--- config.mk ---
export PLATFORM = sky130hd
export DESIGN_NAME = ssp_tx
export DESIGN_NICKNAME = d
export VERILOG_FILES = /design/src/rtl/ssp_tx.sv
export SDC_FILE = /design/constraint.sdc
export NUM_CORES = 1
export LEC_CHECK = 0
export ABC_AREA = 1
export CAP_MARGIN = 20
export CORE_MARGIN = 4
export CORE_UTILIZATION = 56
export DETAILED_ROUTE_END_ITERATION = 16
export PLACE_DENSITY = 0.83
export SLEW_MARGIN = 20
export SYNTH_ARGS = -nofsm -noshare
export SYNTH_HDL_FRONTEND = slang
export SYNTH_SLANG_ARGS = --single-unit
--- constraint.sdc ---
create_clock -name pclk -period 3.52 [get_ports pclk]
set_input_delay 0.352 -clock pclk [delete_from_list [all_inputs] [get_ports pclk]]
set_output_delay 0.352 -clock pclk [all_outputs]
set_load 0.01 [all_outputs]
--- src/rtl/ssp_tx.sv ---
// ---------------------------------------------------------------------------
// ssp_tx -- synchronous serial port transmitter (frame-sync format)
//
// Pops 8-bit words from an external FIFO and sends them MSB first on ssptxd.
// The serial clock is pclk/2. A frame starts with one sspclkout period of
// sspfssout. When another word is already queued, that word's frame sync
// overlaps bit 0 of the current word, so the words go out back to back.
//
// Ports
//   pclk       in   system clock, rising edge
//   clear      in   asynchronous active-low reset
//   tx_nempty  in   FIFO non-empty flag
//   tx_word    in   FIFO read data, valid the cycle after tx_rd
//   tx_rd      out  one-cycle FIFO pop request
//   sspclkout  out  serial clock (pclk/2), free-running out of reset
//   sspfssout  out  frame sync, one sspclkout period wide
//   ssptxd     out  serial data, MSB first
//   sspoe_b    out  active-low output enable for ssptxd
//   busy       out  high whenever the FSM is not idle
// ---------------------------------------------------------------------------
module ssp_tx (
    input  logic       pclk,
    input  logic       clear,
    input  logic       tx_nempty,
    input  logic [7:0] tx_word,
    output logic       tx_rd,
    output logic       sspclkout,
    output logic       sspfssout,
    output logic       ssptxd,
    output logic       sspoe_b,
    output logic       busy
);

    typedef enum logic [2:0] {
        IDLE  = 3'd0,
        READ  = 3'd1,
        LOAD  = 3'd2,
        SYNC  = 3'd3,
        SHIFT = 3'd4
    } state_t;

    state_t      state_reg, state_next;
    logic [7:0]  shift_reg, shift_next;
    logic [2:0]  cnt_reg, cnt_next;
    logic        fss_reg, fss_next;
    logic        rd_reg, rd_next;
    logic        sclk_reg;
    logic        rise;

    // sspclkout is low before the edge that makes it go high, so a low
    // sspclkout marks the coming pclk edge as a rise edge.
    assign rise = ~sclk_reg;

    always_ff @(posedge pclk or negedge clear) begin
        if (!clear) begin
            sclk_reg <= 1'b0;
        end else begin
            sclk_reg <= ~sclk_reg;
        end
    end

    always_ff @(posedge pclk or negedge clear) begin
        if (!clear) begin
            state_reg <= IDLE;
            shift_reg <= 8'd0;
            cnt_reg   <= 3'd0;
            fss_reg   <= 1'b0;
            rd_reg    <= 1'b0;
        end else begin
            state_reg <= state_next;
            shift_reg <= shift_next;
            cnt_reg   <= cnt_next;
            fss_reg   <= fss_next;
            rd_reg    <= rd_next;
        end
    end

    always_comb begin
        state_next = state_reg;
        shift_next = shift_reg;
        cnt_next   = cnt_reg;
        fss_next   = fss_reg;
        rd_next    = 1'b0;

        case (state_reg)
            IDLE: begin
                if (tx_nempty) begin
                    state_next = READ;
                    rd_next    = 1'b1;
                end
            end

            READ: begin
                state_next = LOAD;
                cnt_next   = 3'd0;
            end

            LOAD: begin
                // LOAD can span one or two pclk cycles depending on the
                // sspclkout phase. The counter is idle here, so it doubles
                // as a "word already captured" marker: capture on the first
                // LOAD edge only, while the FIFO data is known to be valid.
                if (cnt_reg == 3'd0) begin
                    shift_next = tx_word;
                    cnt_next   = 3'd1;
                end
                if (rise) begin
                    state_next = SYNC;
                    fss_next   = 1'b1;
                    cnt_next   = 3'd0;
                end
            end

            SYNC: begin
                if (rise) begin
                    state_next = SHIFT;
                    fss_next   = 1'b0;
                    cnt_next   = 3'd7;
                end
            end

            SHIFT: begin
                if (rise) begin
                    if (cnt_reg != 3'd0) begin
                        shift_next = {shift_reg[6:0], 1'b0};
                        cnt_next   = cnt_reg - 3'd1;
                        // Edge that starts bit 0: decide whether to chain
                        // the next word. A raised frame sync also serves as
                        // the "reload pending" flag for the next rise edge.
                        if (cnt_reg == 3'd1 && tx_nempty) begin
                            rd_next  = 1'b1;
                            fss_next = 1'b1;
                        end
                    end else if (fss_reg) begin
                        shift_next = tx_word;
                        cnt_next   = 3'd7;
                        fss_next   = 1'b0;
                    end else begin
                        state_next = IDLE;
                        shift_next = 8'd0;
                    end
                end
            end

            default: begin
                state_next = IDLE;
            end
        endcase
    end

    // Data and enable are derived from registered state that only changes
    // on rise edges while shifting, so they are stable across sspclkout falls.
    assign tx_rd     = rd_reg;
    assign sspclkout = sclk_reg;
    assign sspfssout = fss_reg;
    assign ssptxd    = (state_reg == SHIFT) & shift_reg[7];
    assign sspoe_b   = (state_reg != SHIFT);
    assign busy      = (state_reg != IDLE);

endmodule

Word-level counts from Yosys, hierarchy flattened
Index checks and enable logic that the tools add are counted.
Storage, ports and cells
  logic and storage cells: 67
  bits in writable memories: 0
  bits in latches: 0
  register bits after elaboration: 17
  input port bits: 11
  memories: 0
  output and inout bits: 6
  ROM bits: 0
Cells by class
  $mul: 0
  divide/modulo/power cells: 0
  mux-type cells: 30
  shifts and indexed selects: 0
  eq/ne operators: 16
  add/subtract/negate cells: 1
  $lt $le $gt $ge: 0
  reduce and logical (&&, ||, !) cells: 12
  bitwise logic cells: 2
Operators with widths (number)
  3-bit 2-to-1 mux: 12
  8-bit 2-to-1 mux: 4
  8-bit case mux with 2 select lines: 1
  3-bit case mux with 5 select lines: 1
  2-bit inequality test (second input constant): 7
  3-bit inequality test (second input constant): 4
  3-bit case mux with 4 select lines: 1
  5-bit AND reduction: 2
  1-bit 2-to-1 mux: 9
  3-bit nonzero test: 3
  3-bit by 1-bit == test with 1-bit output (second input constant): 2
  3-bit by 2-bit == test with 1-bit output (second input constant): 2
  3-bit logical NOT: 2
  6-bit AND reduction: 1
  4-bit nonzero test: 1
  3-bit == test (second input constant): 1
  1-bit case mux with 3 select lines: 1
  3-bit AND reduction: 1
  3-bit by 1-bit subtractor with 3-bit output (second input constant): 1
  1-bit case mux with 2 select lines: 1
  2-bit nonzero test: 1
  1-bit AND: 1
  1-bit logical AND: 1
  1-bit inverter: 1

Logic depth before layout (Yosys ltp)
Gate-level depths: netlist of run 1.
  word-level depth: 6
  gate-level depth with buffers: 9
  depth with buffers taken out: 9

Worst setup path before layout of run 1
OpenSTA, ideal clock, no wires.
  kind: register -> register
  from: register cnt_reg[0]
  to: register fss_reg, in the netlist sspfssout
  library setup time: 0.076 ns
  required time: 3.444 ns
  cell stages (with the launch flop): 10
  buffers on the path: 0
  arrival time: 1.285 ns
  path slack: 2.159 ns
  clock period less this slack: 1.361 ns
  path through: dfrtp_1 -> inv_1 -> ha_1 -> nand2_2 -> inv_1 -> nor2_4 -> nand2_2 -> nand3_1 -> nand2_1 -> o21ai_1
On the way
  longest elaborated chain between the ends: 4
  elaborated cells on any way between the ends: 8
  classes of those cells: eq/ne (2); mux (3); reduce/logical (3)
RTL lines
  start, declared: line 44  | logic [2:0] cnt_reg, cnt_next;
  start signal, assigned: line 72  | cnt_reg <= cnt_next;
  3-bit by 1-bit == test with 1-bit output or 3-bit nonzero test (tied branches): line 130, 124
  1-bit logical AND or 1-bit 2-to-1 mux (tied branches): line 130, 124
  3-bit inequality test (no source line) or 1-bit 2-to-1 mux (tied branches)
  5-bit AND reduction (no source line) or 1-bit case mux with 3 select lines (tied branches)
  end signal, assigned: line 73  | fss_reg <= fss_next;
  end, declared: line 45  | logic fss_reg, fss_next;
Parallel ways exist; a longest one is shown, timed or not. The select of a mux whose other input is x is not followed.
A chain may end at the register's enable or synchronous reset.

Worst setup path after layout of run 1
  from: register state_reg[1]
  to: output port ssptxd
On the way
  longest elaborated chain between the ends: 2
RTL lines
  start, declared: line 42  | state_t state_reg, state_next;
  start signal, assigned: line 70  | state_reg <= state_next;
  3-bit == test: line 156  | assign ssptxd = (state_reg == SHIFT) & shift_reg[7];
  1-bit AND: line 156
  end, declared: line 29  | output logic ssptxd,
No other way between the ends.

==> flow_metrics.py, run 1 <==
metrics = {
    "status": {
        "status": "finished clean",
    },
    "pwr": {
        "power_mw": 1.10,
        "p_leak_nw": 0.699,
        "ir_drop_v": 0.000603,
        "p_per_area_nw_per_um2": 834,
    },
    "global_route": {
        "overflow": 0,
        "antenna_found_initial": 0,
        "grt_pass1_wl_um": 4110,
        "grt_max_degree": 18,
        "grt_pass1_vias": 956,
        "grtUsageTotal_pct": 20.3,
    },
    "setup_path": {
        "critPathRequiredTime_ns": 3.17,
        "critPathLaunchType": "flip-flop",
        "crit_arrival_ns": 1.75,
        "crit_type": "reg -> out",
        "cp-end-kind": "output pin",
        "r2r_slack_ns": 1.89,
        "cp_max_fo": 7,
    },
    "detailed_routing": {
        "antenna_left": 0,
        "firstDrtPassIters": 6,
        "dr_total_vias": 1049,
        "wl_per_cell_um": 12.1,
        "vias_per_cell": 5.27,
        "drt_wl_total_um": 2410,
        "drt_iter0_drc": 34,
        "drc": 0,
    },
    "placement": {
        "place_hpwl_um": 1740,
        "io_buffers": 16,
        "place.gp.congestion": 0.868,
    },
    "logic_synthesis": {
        "synth.avg_cell_area_um2": 7.13,
        "synth.distinct_cells": 21,
        "synth_fp_nets": 168,
        "synth_cells": 154,
        "netlist_area_um2": 1100,
        "yosysSeqAreaShare_pct": 38.7,
        "yosysWarnings": 0,
        "synth_top_cell_by_area": "dfrtp_1",
        "ys_seq_elements": 17,
        "netlist_top_cells_area": "dfrtp_1, nand2_1, nand3_1",
        "synth_top_area_share_pct": 38.7,
    },
    "finish": {
        "fillers": 144,
        "largest_register_ffs": 8,
        "nets": 189,
        "diodes": 0,
        "drive_gt1_share_pct": 14.4,
        "area_growth_pct": 19.9,
    },
    "clock_network": {
        "ctsHoldBuffers": 0,
        "cts_made_buffers": 3,
        "ctsResizeCount": 0,
        "cts_tree": "done",
        "cts.sinks": 17,
        "cts-root-buf": "clkbuf_4",
        "cts_setup_buffers": 0,
        "htree_levels": 1,
        "clockBufferDepth": 2,
        "clk_pin_slew_ns": 0.10,
        "worstSkewPairLatency_ns": 0.30,
    },
    "timing": {
        "rsz0062_at_grt": "false",
        "finClkSkew_ns": 0.00251,
        "finalCritPeriodShare_pct": 59.7,
        "tns_ns": 0,
        "fin_crit_ns": 2.10,
        "fmax_mhz": 476,
        "report.final.slew_viol_count": 0,
        "finalHoldViolCount": 0,
        "setup_viol_count_final": 0,
        "worst_pin_slew_ns": 0.779,
        "slew_headroom_pct": 47.9,
    },
    "die": {
        "num_rows": 15,
        "die_h_um": 52.3,
        "die_area_um2": 2730,
        "io_pins": 17,
        "core_area_um2": 1780,
        "start_util_pct": 61.6,
        "dieWidth_um": 52.3,
    },
    "run": {
        "drv_cap": 0,
    },
    "worst_hold_path": {
        "hp-class": "in -> async",
    },
}
## cells by family after synthesis
family,Yosys count,synth area share [%]
flops,17,38.7
buf+inv,17,6.26
fa+ha+maj,3,3.42
compound gates,10,6.26
simple gates,107,45.3
## power breakdown
group	leakage (nW)	total, mW	internal [mW]	switching (mW)
Clock	0.0177	0.108	0.0424	0.0659
Combinational	0.471	0.631	0.231	0.400
Sequential	0.210	0.360	0.281	0.0790
Total	0.699	1.10	0.553	0.545
## worst max-delay path, stage by stage, from the launching register on
cell	delay, ns
dfrtp_1	0.51
nor2_4	0.20
nand2_4	0.11
nor2_1	0.10
clkdlybuf4s50_1	0.54
## per-stage QoR
step	area, um2	hold slack [ns]	cells	worst slack, ns	util [%]
floorplan	1100	0.0564	154	2.16	-
global placement	1290	0.456	195	1.79	72.4
detailed placement	1290	0.466	195	1.74	72.4
CTS	1320	0.493	199	1.40	73.9
global route	1320	0.526	199	1.33	73.9
finish	1320	0.496	199	1.42	73.9
## synthesized netlist by cell type
cell	n
o21ai_1	1
inv_1	14
nor2_2	3
a21oi_1	2
nor2_1	8
nand4_1	1
nand3b_1	1
nand2_4	1
nand3_4	1
nand2_2	6
ha_1	3
nand3_1	13
o21ai_4	1
nor2_4	4
inv_2	1
inv_4	2
dfrtp_1	17
o21ai_0	4
a21oi_2	1
o21ai_2	1
nand2_1	69
## worst paths after layout
kind / start / endpoint / depth (start not counted)
setup reg to reg: cnt_reg[0] / sspfssout / 9
max in group asynchronous: clear / cnt_reg[1] / 1
hold / removal: clear / state_reg[1] / 1
hold reg to reg: shift_reg[3] / shift_reg[3] / 2
min in group pclk: shift_reg[3] / shift_reg[3] / 2
setup / recovery: state_reg[1] / ssptxd / 4
## placed cells by master (no fill, tap or decap)
cell type / synthesis / routed
clkdlybuf4s50_1: 0 / 16
a21oi_1: 2 / 2
nand2_2: 6 / 6
a21oi_2: 1 / 1
nand3_4: 1 / 1
o21ai_1: 1 / 1
nand4_1: 1 / 1
nor2_1: 8 / 8
o21ai_4: 1 / 1
nand2_1: 69 / 69
nand2_4: 1 / 1
inv_4: 2 / 2
o21ai_2: 1 / 1
dfrtp_1: 17 / 17
nand3_1: 13 / 13
nand3b_1: 1 / 1
ha_1: 3 / 3
clkbuf_4: 0 / 3
inv_2: 1 / 1
o21ai_0: 4 / 4
nor2_2: 3 / 3
clkinv_2: 0 / 1
inv_1: 14 / 14
nor2_4: 4 / 4
## final cells by class
type / instances / area [um2] / share of cell area [%]
multi-input combinational: 120 / 604 / 45.9
tap: 25 / 31.3 / 2.37
clock inverter: 1 / 5.00 / 0.380
clock buffer: 3 / 22.5 / 1.71
sequential: 17 / 425 / 32.3
timing repair buffer: 16 / 160 / 12.2
inverter: 17 / 68.8 / 5.22
## routing by layer
metal	track usage [%]	vias to the layer above	routed length (um)
met2	33.7	41	1190
met3	4.27	7	130
met5	0	-	0
met1	25.2	483	1060
met4	8.94	0	29
li1	-	518	-
Power figures use the tool's default switching activity.
==> run 2, diff against run 1 <==
Settings changed: CORE_UTILIZATION 56 to 47, PLACE_DENSITY 0.83 to 0.74.
Clock period 3.52 ns to 1.7 ns, I/O delays scaled along.
==> flow_metrics.py, run 2 (synthesis gave the netlist of run 1 again) <==
metrics = {
    "finish": {
        "layout_common_cells": "nand2_1, dfrtp_1, inv_1",
        "mostFrequentLayoutCell": "nand2_1",
        "largest_register_ffs": 8,
        "fin_util_pct": 61.1,
        "nets": 193,
        "fillers": 199,
        "stdcell_count": 206,
        "final_cell_area_um2": 1350,
        "drive_gt1_share_pct": 16.9,
        "ff_latch_area_um2": 427,
        "diodes": 0,
        "area_growth_pct": 23.1,
        "multi_input_area_um2": 604,
    },
    "clock_network": {
        "cts-root-buf": "clkbuf_4",
        "clockBufferDepth": 2,
        "htree_levels": 1,
        "ctsHoldBuffers": 0,
        "clk_pin_slew_ns": 0.11,
        "worstSkewPairLatency_ns": 0.29,
        "cts_tree": "done",
        "cts_made_buffers": 3,
        "cts.sinks": 17,
    },
    "setup_path": {
        "crit_path_top_delay_cell": "clkdlybuf4s50_1",
        "crit_type": "reg -> out",
        "critPathLaunchType": "flip-flop",
        "cp_max_fo": 6,
        "cpPeakStageDelay_ns": 0.59,
        "critPathRequiredTime_ns": 1.53,
        "crit_family": "buffers and inverters",
        "cp-end-kind": "output pin",
        "reg2regPathDepth": 9,
        "path_cells": "clkdlybuf4s50_1",
        "crit_arrival_ns": 1.40,
        "crit_buf_inv": 1,
        "cp.depth": 1,
    },
    "die": {
        "die_h_um": 56.3,
        "num_rows": 17,
        "die_area_um2": 3170,
        "start_util_pct": 49.7,
        "io_pins": 17,
        "dieWidth_um": 56.3,
        "core_area_um2": 2210,
    },
    "detailed_routing": {
        "drc": 0,
        "antenna_left": 0,
        "wl_per_cell_um": 11.2,
        "vias_per_cell": 4.95,
        "firstDrtPassIters": 6,
        "dr_total_vias": 1019,
        "drt_wl_total_um": 2310,
        "drt_iter0_drc": 50,
    },
    "timing": {
        "worst_pin_slew_ns": 0.373,
        "report.final.slew_viol_count": 0,
        "slew_headroom_pct": 75.1,
        "finClkSkew_ns": 0.00185,
        "fin_crit_ns": 1.57,
        "finalHoldViolCount": 0,
        "tns_ns": 0,
        "fmax_mhz": 639,
        "setup_viol_count_final": 0,
        "rsz0062_at_grt": "false",
        "finalCritPeriodShare_pct": 92.1,
    },
    "placement": {
        "place.gp.congestion": 0.894,
        "place_area_um2": 1320,
        "dp.cells": 201,
        "io_buffers": 16,
        "place_hpwl_um": 1680,
    },
    "global_route": {
        "grt_pass1_wl_um": 3930,
        "grt_pass1_vias": 909,
        "antenna_found_initial": 0,
        "overflow": 0,
        "grtUsageTotal_pct": 15.5,
        "grt_max_degree": 18,
    },
    "pwr": {
        "ir_drop_v": 0.000881,
        "sw_frac_of_total_pct": 48.6,
        "combPwrFrac_pct": 59.2,
        "p_per_area_nw_per_um2": 1700,
        "p_seq_share_pct": 30.8,
        "clock_power_share_pct": 9.9,
        "p_switching_mw": 1.11,
        "internal_power_mw": 1.18,
        "p_leak_nw": 0.722,
    },
    "worst_hold_path": {
        "hp-class": "in -> async",
    },
    "status": {
        "status": "finished clean",
    },
    "run": {
        "drv_cap": 0,
    },
}
==> run 2: changes by cell type in the layout (fill, tap and decap cells not counted) <==
| cell | change |
|---|---|
| dlygate4sd2_1 | +2 |
| dfrtp_2 | +1 |
| buf_4 | +4 |
| clkdlybuf4s50_1 | -3 |
| dfrtp_1 | -1 |
| dlymetal6s2s_1 | +1 |
==> run 2: power groups by stage <==
stage / logic (mW) / clock network, mW / registers (mW)
after floorplan: 0.953 / 0 / 0.736
after detailed placement: 1.34 / 0 / 0.713
final: 1.36 / 0.228 / 0.708
after CTS: 1.36 / 0.237 / 0.704
after global placement: 1.33 / 0 / 0.711
after global routing: 1.55 / 0.262 / 0.728
==> run 2: stage by stage <==
| stage | setup slack [ns] | total power, mW | hold WS (ns) |
|---|---|---|---|
| finish | 0.134 | 2.30 | 0.183 |
| global route | 0.000455 | 2.54 | 0.189 |
| CTS | 0.0177 | 2.30 | 0.188 |
| detailed placement | 0.172 | 2.06 | 0.459 |
| global placement | 0.179 | 2.04 | 0.458 |
| floorplan | 0.339 | 1.69 | -0.126 |
==> run 2: layout make-up <==
type / count / area share [%]
multi-input combinational: 120 / 44.7
sequential: 17 / 31.5
timing repair buffer: 20 / 14.1
inverter: 17 / 5.09
tap: 28 / 2.59
clock buffer: 3 / 1.67
clock inverter: 1 / 0.370
==> run 2: timing repair <==
item	in CTS	in global routing
setup buffers	1	0
endpoints found under the setup margin	3	2
gates resized for setup	2	2
pin swaps	1	2
==> run 2: routing by layer <==
| layer | global-route usage [%] | up-vias | wire length [um] |
|---|---|---|---|
| met5 | 0 | - | 0 |
| li1 | - | 527 | - |
| met1 | 21.1 | 442 | 974 |
| met2 | 24.5 | 46 | 1080 |
| met4 | 4.75 | 0 | 26 |
| met3 | 3.45 | 4 | 226 |
==> run 2: path summary, 6_finish.rpt <==
path                             from      endpoint  slack (ns)
max                         sspclkout     sspclkout        0.13
min                             clear    cnt_reg[2]        0.18
max reg2reg                cnt_reg[0]     sspfssout        0.15
min reg2reg                cnt_reg[1]    cnt_reg[1]        0.49
max in group asynchronous       clear  state_reg[2]        1.31
min in group pclk          tx_word[0]  shift_reg[0]        0.42
==> run 3, diff against run 2 <==
Settings changed: PLACE_DENSITY 0.74 to 0.73.
==> flow_metrics.py, run 3 (synthesis gave the netlist of run 1 again) <==
metrics = {
    "detailed_routing": {
        "drt_iter0_drc": 30,
        "dr_total_vias": 996,
        "firstDrtPassIters": 4,
        "antenna_left": 0,
        "drc": 0,
        "drt_wl_total_um": 2420,
        "vias_per_cell": 4.81,
        "wl_per_cell_um": 11.7,
    },
    "clock_network": {
        "cts_tree": "done",
        "cts.sinks": 17,
        "clk_pin_slew_ns": 0.11,
        "cts-root-buf": "clkbuf_4",
        "ctsHoldBuffers": 0,
        "worstSkewPairLatency_ns": 0.30,
        "clockBufferDepth": 2,
        "htree_levels": 1,
        "cts_made_buffers": 3,
    },
    "setup_path": {
        "path_cells": "clkdlybuf4s50_1",
        "crit_type": "reg -> out",
        "crit_buf_inv": 1,
        "crit_path_top_delay_cell": "clkdlybuf4s50_1",
        "critPathRequiredTime_ns": 1.53,
        "cp.depth": 1,
        "cpPeakStageDelay_ns": 0.59,
        "r2r-start": "cnt_reg[0]",
        "timing.critical_path.from": "sspclkout",
        "crit_arrival_ns": 1.39,
        "cp_max_fo": 6,
        "crit_family": "buffers and inverters",
        "cp-end-kind": "output pin",
        "critPathLaunchType": "flip-flop",
        "cp-endpoint": "sspclkout",
        "r2r_slack_ns": 0.16,
        "reg2regPathDepth": 9,
        "reg2reg_to": "sspfssout",
    },
    "timing": {
        "rsz0062_at_grt": "true",
        "finalCritPeriodShare_pct": 92.0,
        "finalHoldViolCount": 0,
        "slew_headroom_pct": 77.3,
        "tns_ns": 0,
        "report.final.slew_viol_count": 0,
        "finClkSkew_ns": 0.00732,
        "fin_crit_ns": 1.56,
        "worst_pin_slew_ns": 0.341,
        "fmax_mhz": 639,
        "setup_viol_count_final": 0,
        "hold_slack_ns": 0.172,
    },
    "pwr": {
        "ir_drop_v": 0.000910,
        "p_leak_nw": 0.723,
        "p_per_area_nw_per_um2": 1710,
        "power_mw": 2.32,
    },
    "global_route": {
        "grt_max_degree": 18,
        "overflow": 0,
        "grt_pass1_vias": 976,
        "grt_pass1_wl_um": 4350,
        "grtUsageTotal_pct": 17.3,
        "antenna_found_initial": 0,
    },
    "die": {
        "dieWidth_um": 56.3,
        "die_h_um": 56.3,
        "core_area_um2": 2210,
        "io_pins": 17,
        "die_area_um2": 3170,
        "start_util_pct": 49.7,
        "num_rows": 17,
    },
    "finish": {
        "drive_gt1_share_pct": 17.3,
        "layout_common_cells": "nand2_1, dfrtp_1, inv_1",
        "largest_register_ffs": 8,
        "stdcell_count": 207,
        "mostFrequentLayoutCell": "nand2_1",
        "diodes": 0,
        "fillers": 204,
        "nets": 194,
        "multi_input_area_um2": 611,
        "area_growth_pct": 23.7,
        "ff_latch_area_um2": 427,
    },
    "status": {
        "status": "finished clean",
    },
    "placement": {
        "io_buffers": 16,
        "place.gp.congestion": 0.849,
        "place_hpwl_um": 1770,
        "dp.cells": 201,
    },
    "worst_hold_path": {
        "hp-class": "in -> async",
    },
    "run": {
        "drv_cap": 0,
    },
}
## run 3: how the worst min path moves through the flow
stage                        end  slack (ns)  depth (start not counted)
floorplan             cnt_reg[0]       -0.13                          0
global placement      cnt_reg[1]        0.45                          2
detailed placement  shift_reg[5]        0.47                          2
CTS                 shift_reg[1]        0.17                          2
global route          cnt_reg[0]        0.18                          2
finish              shift_reg[2]        0.17                          2
## run 3: report_power, final
part           switching [mW]  internal [mW]
combinational           0.859          0.513
clock                   0.143         0.0879
sequential              0.132          0.584
## run 3: repair_timing
item                                    4_1_cts  5_1_grt
setup buffers                                 1        0
pin swaps                                     1        1
endpoints found under the setup margin        3        9
cloned                                        0        1
resized for setup                             3        1
## run 3: area by class of cell
class / instances / area share, %
inverters: 17 / 5.06
well taps: 28 / 2.58
flip-flops and latches: 17 / 31.4
clock inverters: 1 / 0.368
clock buffers: 3 / 1.66
multi-input cells: 121 / 44.9
repair buffers: 20 / 14.0
## run 3: stage by stage
step	setup WS [ns]	instance area [um2]	utilization, %
floorplan	0.339	1100	-
global placement	0.164	1320	59.5
detailed placement	0.152	1320	59.5
CTS	0.0550	1350	61.0
global route	-0.00408	1360	61.4
finish	0.136	1360	61.4
## run 3: per-layer routing
metal  vias up  track usage, %  part of all wire, %
li1        527               -                    -
met1       443            23.3                   47
met2        21            27.0                   46
met3         5            2.53                  4.0
met4         0            8.14                  2.2
met5         -               0                    0
